--- src/rtl/expression_solver_pkg.sv ---
// Shared types and widths for the quadratic expression solver.
package expression_solver_pkg;

   localparam int unsigned DATA_W = 16;
   localparam int unsigned X_W    = 8;

   typedef enum logic [2:0] {
      IDLE   = 3'd0,
      SQUARE = 3'd1,
      MUL_A  = 3'd2,
      MUL_B  = 3'd3,
      SUM1   = 3'd4,
      SUM2   = 3'd5,
      DONE   = 3'd6
   } state_e;

   typedef enum logic {
      ALU_MUL = 1'b0,
      ALU_ADD = 1'b1
   } alu_op_e;

endpackage

--- src/rtl/solver_alu.sv ---
// Shared arithmetic unit: 16x16 multiply with overflow, 16-bit add with carry.
module solver_alu
   import expression_solver_pkg::*;
(
   input  alu_op_e           op_i,
   input  logic [DATA_W-1:0] a_i,
   input  logic [DATA_W-1:0] b_i,
   output logic [DATA_W-1:0] y_c_o,
   output logic              ovf_c_o
);

   logic [2*DATA_W-1:0] prod;
   logic [DATA_W:0]     sum;

   // Both results are formed every cycle; the op code picks which one is used.
   always_comb begin
      prod = (2*DATA_W)'(a_i) * (2*DATA_W)'(b_i);
      sum  = (DATA_W+1)'(a_i) + (DATA_W+1)'(b_i);
      if (op_i == ALU_MUL) begin
         y_c_o   = prod[DATA_W-1:0];
         ovf_c_o = |prod[2*DATA_W-1:DATA_W];
      end else begin
         y_c_o   = sum[DATA_W-1:0];
         ovf_c_o = sum[DATA_W];
      end
   end

endmodule

--- src/rtl/expression_solver.sv ---
// Sequential evaluator of A*X*X + B*X + C using one shared ALU.
module expression_solver
   import expression_solver_pkg::*;
(
   input  logic              clk,
   input  logic              rst,
   input  logic              start,
   input  logic [X_W-1:0]    X,
   input  logic [DATA_W-1:0] A,
   input  logic [DATA_W-1:0] B,
   input  logic [DATA_W-1:0] C,
   output logic [DATA_W-1:0] result,
   output logic              zero,
   output logic              overflow,
   output logic              completed
);

   state_e            state_q, state_d;
   logic [X_W-1:0]    x_q, x_d;
   logic [DATA_W-1:0] a_q, a_d, b_q, b_d, c_q, c_d;
   logic [DATA_W-1:0] t_q, t_d, p_q, p_d, bx_q, bx_d, s_q, s_d;
   logic              ovf_q, ovf_d;
   logic [DATA_W-1:0] result_q, result_d;
   logic              zero_q, zero_d, overflow_q, overflow_d;
   logic              completed_q, completed_d;

   alu_op_e           alu_op;
   logic [DATA_W-1:0] alu_a, alu_b, alu_y;
   logic              alu_ovf;

   solver_alu u_alu (
      .op_i    (alu_op),
      .a_i     (alu_a),
      .b_i     (alu_b),
      .y_c_o   (alu_y),
      .ovf_c_o (alu_ovf)
   );

   // State, operand, intermediate and output registers.
   always_ff @(posedge clk) begin
      if (rst) begin
         state_q     <= IDLE;
         x_q         <= '0;
         a_q         <= '0;
         b_q         <= '0;
         c_q         <= '0;
         t_q         <= '0;
         p_q         <= '0;
         bx_q        <= '0;
         s_q         <= '0;
         ovf_q       <= 1'b0;
         result_q    <= '0;
         zero_q      <= 1'b0;
         overflow_q  <= 1'b0;
         completed_q <= 1'b0;
      end else begin
         state_q     <= state_d;
         x_q         <= x_d;
         a_q         <= a_d;
         b_q         <= b_d;
         c_q         <= c_d;
         t_q         <= t_d;
         p_q         <= p_d;
         bx_q        <= bx_d;
         s_q         <= s_d;
         ovf_q       <= ovf_d;
         result_q    <= result_d;
         zero_q      <= zero_d;
         overflow_q  <= overflow_d;
         completed_q <= completed_d;
      end
   end

   // Step sequencing: each state issues one ALU operation and stores its result.
   always_comb begin
      state_d     = state_q;
      x_d         = x_q;
      a_d         = a_q;
      b_d         = b_q;
      c_d         = c_q;
      t_d         = t_q;
      p_d         = p_q;
      bx_d        = bx_q;
      s_d         = s_q;
      ovf_d       = ovf_q;
      result_d    = result_q;
      zero_d      = zero_q;
      overflow_d  = overflow_q;
      completed_d = completed_q;
      alu_op      = ALU_MUL;
      alu_a       = '0;
      alu_b       = '0;

      case (state_q)
         IDLE: begin
            if (start) begin
               x_d     = X;
               a_d     = A;
               b_d     = B;
               c_d     = C;
               ovf_d   = 1'b0;
               state_d = SQUARE;
            end
         end
         SQUARE: begin
            // 255*255 fits in 16 bits, so no overflow is possible here.
            alu_a   = DATA_W'(x_q);
            alu_b   = DATA_W'(x_q);
            t_d     = alu_y;
            state_d = MUL_A;
         end
         MUL_A: begin
            alu_a   = a_q;
            alu_b   = t_q;
            p_d     = alu_y;
            ovf_d   = ovf_q | alu_ovf;
            state_d = MUL_B;
         end
         MUL_B: begin
            alu_a   = b_q;
            alu_b   = DATA_W'(x_q);
            bx_d    = alu_y;
            ovf_d   = ovf_q | alu_ovf;
            state_d = SUM1;
         end
         SUM1: begin
            alu_op  = ALU_ADD;
            alu_a   = p_q;
            alu_b   = bx_q;
            s_d     = alu_y;
            ovf_d   = ovf_q | alu_ovf;
            state_d = SUM2;
         end
         SUM2: begin
            alu_op      = ALU_ADD;
            alu_a       = s_q;
            alu_b       = c_q;
            ovf_d       = ovf_q | alu_ovf;
            result_d    = alu_y;
            zero_d      = (alu_y == '0);
            overflow_d  = ovf_q | alu_ovf;
            completed_d = 1'b1;
            state_d     = DONE;
         end
         DONE: begin
            // Holding here while start stays high keeps one request to one run.
            if (!start) begin
               completed_d = 1'b0;
               state_d     = IDLE;
            end
         end
         default: begin
            state_d = IDLE;
         end
      endcase
   end

   assign result    = result_q;
   assign zero      = zero_q;
   assign overflow  = overflow_q;
   assign completed = completed_q;

endmodule

--- config.mk ---
export PLATFORM = sky130hd
export DESIGN_NAME = expression_solver
export DESIGN_NICKNAME = d
export VERILOG_FILES = /design/src/rtl/expression_solver_pkg.sv /design/src/rtl/solver_alu.sv /design/src/rtl/expression_solver.sv
export SDC_FILE = /design/constraint.sdc
export NUM_CORES = 1
export LEC_CHECK = 0
export ABC_AREA = 0
export CORE_MARGIN = 8
export CORE_UTILIZATION = 30
export DETAILED_ROUTE_END_ITERATION = 16
export PLACE_DENSITY = 0.54
export SKIP_CTS_REPAIR_TIMING = 1
export SLEW_MARGIN = 20
export SYNTH_ARGS = -nofsm -noshare
export SYNTH_HDL_FRONTEND = slang
export SYNTH_SLANG_ARGS = --single-unit
--- constraint.sdc ---
create_clock -name clk -period 7.94 [get_ports clk]
set_input_delay 1.191 -clock clk [delete_from_list [all_inputs] [get_ports clk]]
set_output_delay 1.191 -clock clk [all_outputs]
set_load 0.005 [all_outputs]
==> flow_summary.toml <==
[global_route]
grt_antenna_before_repair = 0
grt_pass1_vias = 13400
grt_max_degree = 79
grt_first_pass_wirelength_um = 79400
grt_use_total_pct = 17.9
overflow = 0

[hold_path]
hold_class = "reg -> reg"

[timing]
relSlewSlack_pct = 32.8
drv_slew = 0
fmax_mhz = 132
holdWs_ps = 455
grt_setup_unrepaired = "no"
skew_ps = 14.7
setup-violations-final = 0
worstMarginPinSlew_ps = 1010
period_share_pct = 95.7
hold_viol_final = 0
tns_ps = 0
period_minus_slack_ps = 7600

[yosys]
synth_area_per_cell_um2 = 8.12
synth_warnings = 0
synth_nets = 2228
synth_edf_count = 0
syn_inst = 1854
synth.ff_latch_count = 143
synth_ff_type = "dfxtp_1"
async_flop_share_pct = 0
synth_area_um2 = 15100
ys_seq_area_share_pct = 19.0
synth_cell_types = 71

[routing]
drt_pass1_iterations = 5
drtIter0Drc = 920
met2_length_um = 24000
wl_per_cell_um = 19.4
drcViolationCount = 0
wl_met1_um = 23100
vias_per_cell = 5.00
top_layer = "met4"
route.vias.total = 13200
dr_wl_met3_um = 2640
drt_wl_total_um = 51100
antenna_left = 0

[clock_tree]
path_clk_slew_ps = 70
cts_sinks = 143
numCtsBuffers = 17
ctsHtreeMaxLevel = 4
clk_latency_ps = 430
cts_tree = "done"
cts_buffer_depth = 2
clockRootBuffer = "clkbuf_16"

[placed_design]
dp_hpwl_um = 41200
placed_cells = 2591
gp_congestion = 0.945
port_buffers = 77

[power]
ir_drop_mv = 0.160
p_leak_nw = 7.18
pwr_density_cell_nw_per_um2 = 108

[critical_path]
startpoint_type = "flip-flop"
crit_path_max_fanout = 10
worst-path-buf-inv = 5
crit_arrival_ps = 7910
critPathMaxStageDelay_ps = 540
crit_type = "reg -> reg"
critPathTopFamily = "adder cells"
cp.required_ps = 8260
cp_cell_sequence = "buf_4 -> mux2i_1 -> o21a_1 -> clkinvlp_4 -> ha_1 -> inv_1 -> fa_1 -> fa_1 -> fa_1 -> fa_1 -> inv_1 -> ha_1 -> ha_1 -> ha_1 -> buf_4 -> nand2_1 -> o21ai_1 -> nor2_1 -> nor4b_1 -> a221o_1 -> a2111oi_2 -> o2111ai_1 -> a2111oi_2 -> a31oi_1"
cpMaxStageDelayCell = "fa_1"
crit_path_end_kind = "flip-flop"

[floorplan]
ios = 78
rows = 82
dieArea_um2 = 57600
die-width_um = 240
die_y_um = 240
core-area_um2 = 49900
start_util_pct = 30.2

[cells_and_area]
layout.cells.non_filler = 2635
drive_above_1_share_pct = 9.07
mostFrequentLayoutCell = "nand2_1"
antenna_cells = 0
area_growth_pct = 17.8
final_cell_mix = "nand2_1 (371), inv_1 (242), nor2_1 (201), fa_1 (195), dfxtp_1 (142)"
final.fill_count = 5320
finalNetCount = 2324

[run_status]
status = "finished clean"

[run]
drv_cap = 0
==> Yosys cell counts, types with 10 or more instances <==
master | instances | area share (%)
xnor2_1 | 21 | 1.2
a22oi_1 | 10 | 0.50
nand2_1 | 372 | 9.3
o21ai_0 | 23 | 0.76
a211oi_1 | 52 | 2.6
fa_1 | 195 | 26
o21a_1 | 15 | 0.75
nand2b_1 | 10 | 0.42
clkinv_1 | 14 | 0.35
nor2_1 | 204 | 5.1
nor3_1 | 19 | 0.63
inv_1 | 244 | 6.1
xor2_1 | 12 | 0.70
a21o_1 | 14 | 0.70
a21oi_1 | 134 | 4.5
ha_1 | 120 | 10
clkbuf_1 | 71 | 1.8
mux2i_1 | 24 | 1.6
buf_1 | 11 | 0.27
dfxtp_1 | 143 | 19
==> per-layer routing <==
layer	vias to the layer above	GRT usage, %
li1	6161	-
met1	6563	24.2
met2	391	29.9
met3	64	2.06
met4	0	4.89
met5	-	0
==> tightest hold or removal path, cell delays in order, from the launching register on <==
cell and delay (ps):
dfxtp_1 310, nand2_1 50, a21oi_1 50
==> per-stage QoR <==
stage / power, W / cell area (um2) / worst slack, ps / utilization (%)
finish: 0.00191 / 17700 / 343 / 35.6
floorplan: 0.000952 / 15100 / 645 / -
global route: 0.00198 / 17700 / 1.10 / 35.6
global placement: 0.00108 / 17000 / 316 / 34.0
CTS: 0.00191 / 17600 / 107 / 35.2
detailed placement: 0.00109 / 17000 / 92.8 / 34.0
==> registers in the layout (all words and copies together), names as in the netlist <==
name	count
result	16
b_q	16
x_q	8
s_q	16
completed	1
overflow	1
a_q	16
ovf_q	1
c_q	16
p_q	16
bx_q	16
t_q	16
zero	1
state_q	3
==> report_power, final <==
part	internal [W]	leakage (nW)	switching, W
Clock	0.000474	0.295	0.000359
Combinational	0.000112	5.72	0.000186
Sequential	0.000754	1.16	0.0000293
==> logic make-up (layout without fill, tap and decap cells) <==
kind of cell,Yosys count,count (layout),share of synthesized area [%]
and+or+nand+nor,671,671,18.5
xor gates and xnor gates,33,33,1.92
buffers and inverters,347,456,8.72
adders and majority gates,315,315,35.9
DFF,143,143,19.0
muxes,30,30,2.04
AOI/OAI and AO/OA,315,315,14.0
==> path summary, 6_finish.rpt <==
kind	startpoint	end	slack, ps	cells after the start
worst min register to register	b_q[11]	b_q[11]	450	2
worst max register to register	state_q[0]	ovf_q	340	24
worst min-delay path	b_q[11]	b_q[11]	450	2
worst max-delay path	state_q[0]	ovf_q	340	24
==> cell type report <==
class                   instances  area (um2)  share of cell area [%]
clock buffers                  17         425                    2.40
clock inverters                15         175                   0.987
inverters                     258         995                    5.60
multi-input cells            1364       11000                    61.9
flip-flops and latches        143        2860                    16.1
well taps                     672         841                    4.74
repair buffers                166        1470                    8.28
No activity file was read; power rests on OpenSTA's default activity.
